**src/rtl/seven_seg_pkg.sv**
```systemverilog
`default_nettype none
// ============================================================================
// Module      : seven_seg_pkg
// Description : Shared segment constants, hex glyph table and anode patterns.
// Revision    : 1.0 - initial release
// ============================================================================
package seven_seg_pkg;

    localparam int MAX_DIGITS = 32;

    // Segment order is {g,f,e,d,c,b,a}; glyphs are active-high.
    localparam logic [6:0]            SEG_BLANK = 7'h7F;
    localparam logic [MAX_DIGITS-1:0] ANODE_OFF = '1;

    function automatic logic [6:0] hex_glyph(input logic [3:0] nibble);
        logic [6:0] glyph;
        case (nibble)
            4'h0: glyph = 7'h3F;
            4'h1: glyph = 7'h06;
            4'h2: glyph = 7'h5B;
            4'h3: glyph = 7'h4F;
            4'h4: glyph = 7'h66;
            4'h5: glyph = 7'h6D;
            4'h6: glyph = 7'h7D;
            4'h7: glyph = 7'h07;
            4'h8: glyph = 7'h7F;
            4'h9: glyph = 7'h6F;
            4'hA: glyph = 7'h77;
            4'hB: glyph = 7'h7C;
            4'hC: glyph = 7'h39;
            4'hD: glyph = 7'h5E;
            4'hE: glyph = 7'h79;
            default: glyph = 7'h71;
        endcase
        return glyph;
    endfunction

endpackage
`default_nettype wire

```
**src/rtl/seven_seg_hex_decoder.sv**
```systemverilog
`default_nettype none
// ============================================================================
// Module      : seven_seg_hex_decoder
// Description : Combinational hex nibble to active-high {g..a} segment decode.
// Revision    : 1.0 - initial release
// ============================================================================
module seven_seg_hex_decoder
    import seven_seg_pkg::*;
(
    input  logic [3:0] i_nibble,
    output logic [6:0] o_seg
);

    assign o_seg = hex_glyph(i_nibble);

endmodule
`default_nettype wire

```
**src/rtl/seven_seg_pwm_scanner.sv**
```systemverilog
`default_nettype none
// ============================================================================
// Module      : seven_seg_pwm_scanner
// Description : Multiplexed common-anode seven-segment driver with PWM
//               brightness, blanking, leading-zero suppression and
//               frame-synchronous input snapshots.
// Revision    : 1.0 - initial release
// ============================================================================
module seven_seg_pwm_scanner
    import seven_seg_pkg::*;
#(
    parameter int NUM_DIGITS = 4,
    parameter int SCAN_DIV   = 8,
    parameter int BRIGHT_W   = 3
) (
    input  logic                    div_clock,
    input  logic                    reset_n,
    input  logic                    enable,
    input  logic [4*NUM_DIGITS-1:0] digits,
    input  logic [NUM_DIGITS-1:0]   dp,
    input  logic [NUM_DIGITS-1:0]   blank,
    input  logic                    lz_suppress,
    input  logic [BRIGHT_W-1:0]     bright,
    output logic [NUM_DIGITS-1:0]   anode,
    output logic [6:0]              seg,
    output logic                    dp_n,
    output logic                    frame_start
);

    localparam int PRE_W = (SCAN_DIV > 1) ? $clog2(SCAN_DIV) : 1;
    localparam int IDX_W = (NUM_DIGITS > 1) ? $clog2(NUM_DIGITS) : 1;
    localparam logic [NUM_DIGITS-1:0] c_anode_off = ANODE_OFF[NUM_DIGITS-1:0];

    logic [PRE_W-1:0]        r_pre;
    logic [BRIGHT_W-1:0]     r_sub;
    logic [IDX_W-1:0]        r_idx;
    logic [4*NUM_DIGITS-1:0] r_dig;
    logic [NUM_DIGITS-1:0]   r_dp;
    logic [NUM_DIGITS-1:0]   r_blank;
    logic                    r_lz;
    logic [BRIGHT_W-1:0]     r_bright;
    logic [NUM_DIGITS-1:0]   r_anode;
    logic [6:0]              r_seg;
    logic                    r_dp_n;
    logic                    r_frame_start;

    logic                    w_pre_tc;
    logic                    w_sub_tc;
    logic                    w_idx_tc;
    logic                    w_load;
    logic [4*NUM_DIGITS-1:0] w_dig;
    logic [NUM_DIGITS-1:0]   w_dp;
    logic [NUM_DIGITS-1:0]   w_blank;
    logic                    w_lz;
    logic [BRIGHT_W-1:0]     w_bright;
    logic [NUM_DIGITS-1:0]   w_lz_dark;
    logic [3:0]              w_nibble;
    logic                    w_blank_sel;
    logic                    w_lzd_sel;
    logic                    w_dp_sel;
    logic [NUM_DIGITS-1:0]   w_anode_on;
    logic [6:0]              w_glyph;
    logic                    w_lit;

    assign w_pre_tc = (r_pre == PRE_W'(SCAN_DIV - 1));
    assign w_sub_tc = &r_sub;
    assign w_idx_tc = (r_idx == IDX_W'(NUM_DIGITS - 1));
    assign w_load   = enable && (r_pre == '0) && (r_sub == '0) && (r_idx == '0);

    // Bypass the snapshot on the load cycle so slot 0 of a frame already
    // shows the freshly captured values instead of the previous frame's.
    assign w_dig    = w_load ? digits      : r_dig;
    assign w_dp     = w_load ? dp          : r_dp;
    assign w_blank  = w_load ? blank       : r_blank;
    assign w_lz     = w_load ? lz_suppress : r_lz;
    assign w_bright = w_load ? bright      : r_bright;

    for (genvar i = 0; i < NUM_DIGITS; i++) begin : g_lz
        if (i == 0) begin : g_lsd
            assign w_lz_dark[i] = 1'b0;
        end else begin : g_upper
            assign w_lz_dark[i] = w_lz && (w_dig[4*NUM_DIGITS-1:4*i] == '0);
        end
    end

    always_comb begin
        w_nibble    = 4'h0;
        w_blank_sel = 1'b1;
        w_lzd_sel   = 1'b0;
        w_dp_sel    = 1'b0;
        w_anode_on  = c_anode_off;
        for (int i = 0; i < NUM_DIGITS; i++) begin
            if (r_idx == IDX_W'(i)) begin
                w_nibble      = w_dig[4*i +: 4];
                w_blank_sel   = w_blank[i];
                w_lzd_sel     = w_lz_dark[i];
                w_dp_sel      = w_dp[i];
                w_anode_on[i] = 1'b0;
            end
        end
    end

    seven_seg_hex_decoder u_decoder (
        .i_nibble (w_nibble),
        .o_seg    (w_glyph)
    );

    assign w_lit = enable && !w_blank_sel && !w_lzd_sel && (r_sub <= w_bright);

    always_ff @(posedge div_clock or negedge reset_n) begin
        if (!reset_n) begin
            r_pre         <= '0;
            r_sub         <= '0;
            r_idx         <= '0;
            r_dig         <= '0;
            r_dp          <= '0;
            r_blank       <= '1;
            r_lz          <= 1'b0;
            r_bright      <= '0;
            r_anode       <= c_anode_off;
            r_seg         <= SEG_BLANK;
            r_dp_n        <= 1'b1;
            r_frame_start <= 1'b0;
        end else begin
            r_frame_start <= w_load;
            if (enable) begin
                if (w_pre_tc) begin
                    r_pre <= '0;
                    if (w_sub_tc) begin
                        r_sub <= '0;
                        r_idx <= w_idx_tc ? '0 : r_idx + IDX_W'(1);
                    end else begin
                        r_sub <= r_sub + BRIGHT_W'(1);
                    end
                end else begin
                    r_pre <= r_pre + PRE_W'(1);
                end
            end
            if (w_load) begin
                r_dig    <= digits;
                r_dp     <= dp;
                r_blank  <= blank;
                r_lz     <= lz_suppress;
                r_bright <= bright;
            end
            if (w_lit) begin
                r_anode <= w_anode_on;
                r_seg   <= ~w_glyph;
                r_dp_n  <= ~w_dp_sel;
            end else begin
                r_anode <= c_anode_off;
                r_seg   <= SEG_BLANK;
                r_dp_n  <= 1'b1;
            end
        end
    end

    assign anode       = r_anode;
    assign seg         = r_seg;
    assign dp_n        = r_dp_n;
    assign frame_start = r_frame_start;

endmodule
`default_nettype wire
```
**config.mk**
```make
export PLATFORM = sky130hd
export DESIGN_NAME = seven_seg_pwm_scanner
export DESIGN_NICKNAME = d
export VERILOG_FILES = /design/src/rtl/seven_seg_pkg.sv /design/src/rtl/seven_seg_hex_decoder.sv /design/src/rtl/seven_seg_pwm_scanner.sv
export SDC_FILE = /design/constraint.sdc
export NUM_CORES = 1
export LEC_CHECK = 0
export CORE_MARGIN = 4
export CORE_UTILIZATION = 50
export DETAILED_ROUTE_END_ITERATION = 10
export PLACE_DENSITY = 0.75
export SYNTH_ARGS = -nofsm -noshare
export SYNTH_HDL_FRONTEND = slang
export SYNTH_SLANG_ARGS = --single-unit
```
**constraint.sdc**
```tcl
create_clock -name div_clock -period 3.86 [get_ports div_clock]
set_clock_uncertainty 0.05 [all_clocks]
set_input_delay 0.579 -clock div_clock [delete_from_list [all_inputs] [get_ports div_clock]]
set_output_delay 0.579 -clock div_clock [all_outputs]
set_load 0.02 [all_outputs]
```
== Word-level counts from Yosys, hierarchy flattened ==
Memories as Yosys holds them, arrays and structs flattened.
Cells that the tools add are included.

* $add $sub $neg: 3
* Reductions and logical operators: 20
* Equality and inequality tests: 4
* Muxes and demuxes: 30
* Bitwise operators: 2
* Order comparisons: 1

{| class="wikitable"
|+ Operators by type and width
! operator !! count
|-
| $mux W4 || 7
|-
| $mux W1 || 17
|-
| $mux W16 || 1
|-
| $logic_not A12 Y1 || 1
|-
| $logic_and A1 B1 Y1 || 9
|-
| $mux W3 || 3
|-
| $logic_not A8 Y1 || 1
|-
| $mux W7 || 1
|-
| $not A7 Y7 || 1
|-
| $add A3 B1 Y3 const B || 2
|-
| $logic_not A3 Y1 || 2
|-
| $reduce_and A5 Y1 || 1
|-
| $eq A2 B2 Y1 const B || 2
|-
| $logic_not A4 Y1 || 1
|-
| $eq A3 B3 Y1 const B || 1
|-
| $le A3 B3 Y1 || 1
|-
| $reduce_and A3 Y1 || 1
|-
| $add A2 B1 Y2 const B || 1
|-
| $eq A2 B1 Y1 const B || 1
|-
| $logic_not A1 Y1 || 2
|-
| $logic_not A2 Y1 || 1
|-
| $mux W2 || 1
|-
| $reduce_and A2 Y1 || 1
|-
| $not A1 Y1 || 1
|}

* Logic and storage cells: 73
* Memories kept: 1
* Output and inout port bits: 13
* Register bits: 49
* Input bits: 31
* Memory bits (read-only): 112

{| class="wikitable"
|+ Memories
! memory !! words !! width !! read ports !! clocked after memory_dff !! write ports !! RTL line !! source
|-
| (no name shown) || 16 || 7 || 1 || 0 || 0 || seven_seg_pkg.sv:17 || <nowiki>case (nibble)</nowiki>
|}

== Depth between registers and ports, before layout ==
Gate-level depths: netlist (run 1).

* Word-level depth: 14
* Gate-level depth with buffers: 16
* Depth with buffers taken out: 13

== Hierarchy ==
Synthesis (run 1) repeated with hierarchy kept, for this count alone.

* Cell total of the unflattened synthesis: 237
* Area total of the unflattened synthesis: 2740.1 µm²

{| class="wikitable"
|+ By module, submodules not included
! module !! cells an instance !! times used !! area each (µm²) !! sequential area each (µm²)
|-
| seven_seg_pwm_scanner || 204 || 1 || 2452.4 || 1246.2
|-
| seven_seg_hex_decoder || 33 || 1 || 287.8 || 0.0
|}

== Worst setup path before layout (run 1) ==
No wires, ideal clock.

* Kind: flip-flop to flip-flop
* Start point: register r_idx[0]
* End point: register r_seg[4], in the netlist seg[4]
* Path slack: 0.863 ns
* Setup time: 0.088 ns
* Arrival time: 2.859 ns
* Stages on the path, launching flop included: 17
* Data required time: 3.722 ns
* Buffers on the path: 3
* Period minus slack after synthesis: 2.997 ns
* Path through: dfrtp_1 > inv_1 > ha_1 > nand4b_4 > nor2_4 > buf_6 > buf_6 > mux2i_1 > ha_1 > nor2b_1 > o21a_1 > o21ai_0 > nand2_1 > a221oi_2 > o221a_2 > buf_6 > o221ai_2

* Longest elaborated chain between the ends: 12
* Elaborated cells on any way between the ends: 35
* Classes of those cells: order compare: 1; eq/ne: 3; mux: 16; bitwise: 1; reduce/logical: 13; memory: 1

{| class="wikitable"
|+ Ends and longest elaborated chain
! element !! RTL line !! source
|-
| start: declaration || seven_seg_pwm_scanner.sv:36 || <nowiki>logic [IDX_W-1:0] r_idx;</nowiki>
|-
| start signal: assignment || seven_seg_pwm_scanner.sv:131 || <nowiki>r_idx <= w_idx_tc ? '0 : r_idx + IDX_W'(1);</nowiki>
|-
| $logic_not A2 Y1 (*) || seven_seg_pwm_scanner.sv:68 || <nowiki>assign w_load = enable && (r_pre == '0) && (r_sub == '0) && (r_idx == '0);</nowiki>
|-
| $logic_and A1 B1 Y1 (*) || seven_seg_pwm_scanner.sv:68 ||
|-
| net w_load || seven_seg_pwm_scanner.sv:50 || <nowiki>logic w_load;</nowiki>
|-
| branches (longest 9 deep; another with $mem_v2 Z16 W7) || - ||
|-
| $mux W7 (*) || seven_seg_pwm_scanner.sv:146 || <nowiki>if (w_lit) begin</nowiki>
|-
| end signal: assignment || seven_seg_pwm_scanner.sv:148 || <nowiki>r_seg <= ~w_glyph;</nowiki>
|-
| end: declaration || seven_seg_pwm_scanner.sv:43 || <nowiki>logic [6:0] r_seg;</nowiki>
|}

Mark *: on every way through the listed nets, which the timed path passes.
A chain may end at the register's enable or synchronous reset.

== Final worst setup path (run 1) ==
* Start point: register r_idx[0]
* End point: register r_seg[0], in the netlist seg[0]

* Longest elaborated chain between the ends: 12
* Elaborated cells on any way between the ends: 35
* Classes of those cells: order compare: 1; eq/ne: 3; mux: 16; bitwise: 1; reduce/logical: 13; memory: 1

{| class="wikitable"
|+ Ends and longest elaborated chain
! element !! RTL line !! source
|-
| $logic_not A2 Y1 (*) || seven_seg_pwm_scanner.sv:68 ||
|-
| $logic_and A1 B1 Y1 (*) || seven_seg_pwm_scanner.sv:68 ||
|-
| $mux W16 (*) || - ||
|-
| net w_dig[4] || seven_seg_pwm_scanner.sv:51 || <nowiki>logic [4*NUM_DIGITS-1:0] w_dig;</nowiki>
|-
| branches (longest 8 deep; another with $mem_v2 Z16 W7) || - ||
|-
| $mux W7 (*) || seven_seg_pwm_scanner.sv:146 ||
|}

Marked as above.

==> metrics.csv, run 1 <==
stage;metric;value;unit
synthesis;syn nets;276;
floorplanning;Core ar.;5200;um2
grt;GRT Util Overall;16.9;%
power_and_ir_drop;Logic pwr share;52.8;%
grt;pin count of the biggest net entering global routing;50;
cts;H-Tree Depth;2;
place;DP Wirelength;3790;um
synthesis;Post-Synthesis Cell Area;2720;um2
floorplanning;width of the die;81.8;um
cts;CTS tree;yes;
sta;Max transition margin;32.1;%
power_and_ir_drop;PD cells;723;nW/um2
floorplanning;die area;6680;um2
synthesis;synthesized flop and latch total;49;
critical_path;Setup CP Type;reg -> reg;
power_and_ir_drop;Psw;0.908;mW
synthesis;post-synth top area cell;dfrtp_1;
power_and_ir_drop;Seq pwr share;35.0;%
flow_run;Max-Cap Viols;0;
power_and_ir_drop;peak supply drop;0.422;mV
hold_path;Worst Hold Class;in -> async;
critical_path;required time worst endpoint;4.03;ns
power_and_ir_drop;LEAKAGE;1.47;nW
cts;CTS root buf;clkbuf_8;
power_and_ir_drop;Clk pwr share;12.2;%
floorplanning;Die Y;81.8;um
finish;non-filler cells, final;339;
cts;Num Clock Sinks;49;
route;ANT nets after route;0;
sta;setup repair after global routing missed its margin;no;
finish;Final nets;318;
sta;Final Slew Violations;0;
finish;fraction of layout cells with a size suffix above 1;24.5;%
floorplanning;row count;26;
grt;grt total ovfl;0;
sta;Fin. Hold Viols;0;
cts;Post CTS Setup Buffer Count;0;
cts;Skew-Pair Late Insertion Delay;0.30;ns
critical_path;type of origin of the critical path;register;
critical_path;Worst setup EP type;register;
place;gp weighted congestion;0.792;
synthesis;Mapped Cells;226;
synthesis;synthesis warning total;0;
place;number of instances in the placed design;331;
cts;# hold bufs at CTS;0;
sta;min Tclk post-route;3.25;ns
synthesis;sequential cell area fraction in the yosys report;45.8;%
floorplanning;Initial Util;52.3;%
power_and_ir_drop;sw frac;38.8;%
grt;first-pass GRT wire length;8540;um
cts;Clk pin slew, worst setup/hold paths;0.08;ns
sta;fin crit share;84.2;%
cts;Max clock buf depth;2;
finish;Diodes inserted;0;
synthesis;library cells used by synthesis;54;
route;first-pass iteration count of the detailed router;4;
route;DR WL/cell;14.9;um
critical_path;Crit path arrival time;3.42;ns
synthesis;Synth Area per Inst;12.0;um2
synthesis;top cell type's share of synthesized area;30.4;%
route;Initial DRC Count;73;
cts;CTS buffer count;5;
critical_path;Worst Path Max Fanout;26;
sta;Worst Tran Pin Value;1.02;ns
sta;Peak Freq;0.308;GHz
sta;setup TNS;0;ns
grt;initial antenna violation count;0;
place;# port buffers;43;
run_status;status;completed;
synthesis;Post-synth EDFFs;0;
floorplanning;io pins;44;
sta;Final setup viols;0;
route;Via density;5.22;
finish;Area Overhead vs Synth;19.2;%
grt;vias in the first global route;1776;
power_and_ir_drop;internal power;1.43;mW
route;Vias;1770;
synthesis;ys flop type;dfrtp_1;
route;final WL;5050;um
synthesis;ys async rst share;100;%
route;DRC violations left;0;
synthesis;largest cells by area after synthesis;dfrtp_1, dfstp_2, ha_1;
cts;PostCTS Resize Cnt;0;
sequential cells by signal (all words and copies together) (netlist names):
name	count
r_dig	16
r_sub	3
dp_n	1
frame_start	1
r_dp	4
anode	4
r_pre	3
r_bright	3
r_idx	2
r_lz	1
seg	7
r_blank	4
logic make-up after synthesis:
logic type               share of synthesized area [%]
AND/OR/NAND/NOR                                   11.6
multiplexers                                      14.1
AO/OA/AOI/OAI                                     13.6
flip-flops                                        45.8
buffers and inverters                             6.16
adder cells (fa/ha/maj)                           8.74
cells in the final DEF (no fill, tap or decap), types with 2 or more instances in the layout:
master	synthesis	layout
nand3_1	9	9
buf_4	1	2
o21ai_1	2	2
a221oi_2	3	3
mux2_2	15	15
nor2b_1	3	3
a21o_1	3	3
ha_1	19	19
a21oi_1	3	3
clkbuf_8	0	5
mux2i_1	8	8
a31oi_1	2	2
nand2_1	18	18
nor2_4	2	2
dfrtp_1	33	33
and2_1	4	4
nor4_1	2	2
dfstp_2	16	16
and3_1	2	2
o21ai_0	8	8
clkdlybuf4s50_1	0	42
clkinv_2	0	2
nor2_1	5	5
inv_1	21	21
mux2_4	8	8
o221ai_2	3	3
final timing paths:
check	startpoint	to	slack [ns]	cells past startpoint
setup / recovery	r_idx[0]	seg[0]	0.61	11
hold / removal	reset_n	frame_start	0.40	1
setup reg to reg	r_idx[0]	seg[0]	0.61	11
hold reg to reg	r_dig[2]	r_dig[2]	0.44	2
max in group asynchronous	reset_n	r_dig[14]	2.73	1
min in group div_clock	r_dig[2]	r_dig[2]	0.44	2
routing by layer:
layer / vias up / global-route usage (%) / part of all wire (%)
li1: 883 / - / -
met1: 839 / 21.9 / 46
met2: 36 / 26.8 / 47
met3: 12 / 3.84 / 4.5
met4: 0 / 7.97 / 3.0
met5: - / 0 / 0
power by group through the flow:
stage	Sequential, mW	Clock [mW]	Combinational, mW
global route	0.841	0.314	1.40
global placement	0.821	0	1.21
floorplan	0.843	0	0.978
finish	0.820	0.285	1.24
detailed placement	0.830	0	1.24
CTS	0.821	0.301	1.25
area by class of cell:
class | instances | area, um2
fill | 429 | 1960
clock inverter | 2 | 10.0
multi-input combinational | 146 | 1310
tap | 70 | 87.6
inverter | 21 | 78.8
sequential | 49 | 1250
clock buffer | 6 | 72.6
timing repair buffer | 45 | 440
synth_stat cells, drive strengths merged (2+ instances only):
master and number:
a221oi 3, nor2b 3, o221ai 4, ha 19
nor4 2, a31oi 2, nand3 9, clkbuf 2
inv 21, nor2 8, a21o 3, and3 2
mux2 23, and2 4, nand2 18, dfstp 16
o21ai 10, a21oi 3, mux2i 9, dfrtp 33
buf 8, o211ai 2
through the flow:
step                hold slack (ns)  total power, mW  setup slack [ns]  utilization (%)  instance area (um2)
finish                        0.398             2.34             0.611             62.3                 3240
global route                  0.464             2.56             0.377             62.3                 3240
floorplan                     0.233             1.82             0.863                -                 2720
CTS                           0.440             2.37             0.606             62.3                 3240
global placement              0.414             2.03             0.474             60.7                 3160
detailed placement            0.421             2.07             0.455             60.7                 3160
worst max-delay path, stage by stage (launching register included):
cell	delay, ns
dfrtp_1	0.44
inv_1	0.11
ha_1	0.31
nand4b_4	0.18
nor2_4	0.17
buf_4	0.38
mux2_4	0.36
a221oi_2	0.34
a221oi_2	0.12
ha_1	0.32
nor3b_1	0.29
o31ai_2	0.08
Note: power is estimated with default switching activity, not from simulation.
==> run 2, diff against run 1 <==
--- a/config.mk
+++ b/config.mk
@@ -6,9 +6,9 @@
 export NUM_CORES = 1
 export LEC_CHECK = 0
 export CORE_MARGIN = 4
-export CORE_UTILIZATION = 50
+export CORE_UTILIZATION = 48
 export DETAILED_ROUTE_END_ITERATION = 10
-export PLACE_DENSITY = 0.75
+export PLACE_DENSITY = 0.76
 export SYNTH_ARGS = -nofsm -noshare
 export SYNTH_HDL_FRONTEND = slang
 export SYNTH_SLANG_ARGS = --single-unit
==> constraint.sdc (replaced) <==
create_clock -name div_clock -period 2.8 [get_ports div_clock]
set_clock_uncertainty 0.05 [all_clocks]
set_input_delay 0.42 -clock div_clock [delete_from_list [all_inputs] [get_ports div_clock]]
set_output_delay 0.42 -clock div_clock [all_outputs]
set_load 0.02 [all_outputs]
==> metrics.csv, run 2 (synthesized netlist as in run 1, its figures left out) <==
stage;metric;value;unit
power_and_ir_drop;PD cells;1060;nW/um2
cts;CTS buffer count;5;
finish;Area Overhead vs Synth;34.3;%
critical_path;required time worst endpoint;2.97;ns
sta;fin crit share;99.7;%
finish;# fillers;401;
cts;Max clock buf depth;2;
cts;Num Clock Sinks;49;
route;Vias;1983;
cts;# hold bufs at CTS;0;
critical_path;CP bufs+invs;1;
power_and_ir_drop;peak supply drop;0.489;mV
critical_path;Reg2Reg Depth;13;
sta;Max transition margin;36.7;%
sta;setup repair after global routing missed its margin;yes;
floorplanning;row count;27;
route;DR WL/cell;15.2;um
route;first-pass iteration count of the detailed router;4;
grt;first-pass GRT wire length;9950;um
critical_path;crit path max-delay cell type;dfrtp_1;
critical_path;CP delay by family, top;compound AO/OA/AOI/OAI gates;
sta;Fin. Hold Viols;0;
cts;CTS tree;yes;
place;# port buffers;43;
place;number of instances in the placed design;367;
cts;Clk pin slew, worst setup/hold paths;0.09;ns
sta;Peak Freq;0.358;GHz
floorplanning;width of the die;83.3;um
sta;setup TNS;0;ns
floorplanning;Initial Util;49.4;%
finish;most common cell after layout, fill and taps aside;clkdlybuf4s50_1;
sta;Final setup viols;0;
finish;Largest register FFs;16;
power_and_ir_drop;total power;3.89;mW
place;gp weighted congestion;0.816;
critical_path;reg2reg end;seg[2];
critical_path;Setup CP Type;reg -> reg;
floorplanning;io pins;44;
cts;H-Tree Depth;2;
critical_path;Worst Path Max Fanout;6;
grt;grt total ovfl;0;
route;Via density;5.23;
finish;Diodes inserted;0;
run_status;status;completed;
hold_path;Worst Hold Class;in -> async;
route;DRC violations left;0;
floorplanning;Die Y;83.3;um
place;DP Wirelength;4320;um
sta;Final Slew Violations;0;
finish;Reg with most FFs;r_dig;
finish;most frequent cells in the layout;clkdlybuf4s50_1, buf_4, dfrtp_1;
flow_run;Max-Cap Viols;0;
grt;pin count of the biggest net entering global routing;45;
grt;vias in the first global route;2069;
critical_path;critical-path cell list;inv_2 > ha_4 > nand4b_4 > nor2_4 > mux2i_2 > ha_1 > nor2b_1 > o21a_1 > o21ai_1 > nand2_1 > a221oi_4 > o221a_4 > o311ai_2;
critical_path;Worst setup EP type;register;
route;Initial DRC Count;109;
cts;CTS root buf;clkbuf_8;
route;final WL;5760;um
floorplanning;die area;6940;um2
route;ANT nets after route;0;
critical_path;type of origin of the critical path;register;
critical_path;R2R Setup Slk;0.01;ns
finish;Final nets;356;
sta;Worst Tran Pin Value;0.950;ns
grt;initial antenna violation count;0;
grt;GRT Util Overall;17.6;%
floorplanning;Core ar.;5510;um2
cts;Skew-Pair Late Insertion Delay;0.30;ns
critical_path;Crit path arrival time;2.96;ns
critical_path;Slowest Stage Delay on Critical Path;0.40;ns
critical_path;R2R Path Start;r_idx[0];
sta;min Tclk post-route;2.79;ns
finish;fraction of layout cells with a size suffix above 1;38.8;%
finish;non-filler cells, final;379;
power_and_ir_drop;LEAKAGE;1.68;nW
[run 2: worst register-to-register path, stage by stage (launching register included)]
cell	delay [ns]
dfrtp_1	0.40
inv_2	0.08
ha_4	0.15
nand4b_4	0.12
nor2_4	0.18
mux2i_2	0.28
ha_1	0.28
nor2b_1	0.14
o21a_1	0.16
o21ai_1	0.11
nand2_1	0.10
a221oi_4	0.25
o221a_4	0.31
o311ai_2	0.12
[run 2: worst max-delay path by stage]
stage / start / cells past startpoint / slack, ns / to
final: r_idx[0] / 13 / 0.01 / seg[2]
after global routing: r_idx[1] / 13 / -0.15 / seg[2]
after detailed placement: enable / 12 / -0.35 / seg[1]
after CTS: r_sub[1] / 12 / 0.01 / seg[0]
after global placement: enable / 12 / -0.23 / seg[1]
after floorplan: r_sub[1] / 16 / -0.11 / seg[4]
[run 2: layer usage]
layer	vias up	wire length [um]	track usage, %
met5	-	0	0
met4	0	113	5.05
met3	15	314	4.76
met2	45	2850	28.8
met1	965	2490	22.9
li1	958	-	-
[run 2: power by group]
part / internal, mW / total (mW) / switching [mW]
Combinational: 1.13 / 2.24 / 1.11
Sequential: 1.02 / 1.12 / 0.0977
Clock: 0.290 / 0.529 / 0.238
Total: 2.44 / 3.89 / 1.44
[run 2: stage by stage]
step | hold slack (ns) | instance area (um2) | setup WS [ns] | utilization (%)
3_3_place_gp | 0.411 | 3430 | -0.228 | 62.3
2_1_floorplan | 0.0744 | 2740 | -0.110 | -
6_report | 0.210 | 3650 | 0.00951 | 66.3
5_1_grt | 0.281 | 3650 | -0.148 | 66.3
4_1_cts | 0.253 | 3620 | 0.0116 | 65.7
3_5_place_dp | 0.418 | 3430 | -0.352 | 62.3
[run 2: timing repair]
action | CTS | global route
hold endpoints to repair | 0 | 0
pin swaps | 4 | 3
gates cloned | 1 | 0
endpoints found under the setup margin | 12 | 12
resized for setup | 9 | 5
setup buffers | 1 | 2
[run 2: area by class of cell]
class	count	area, um2	area share, %
clock inverter	2	37.5	1.03
inverter	21	78.8	2.16
tap	72	90.1	2.47
clock buffer	6	82.6	2.26
timing repair buffer	82	722	19.8
sequential	49	1250	34.1
multi-input combinational	147	1400	38.2
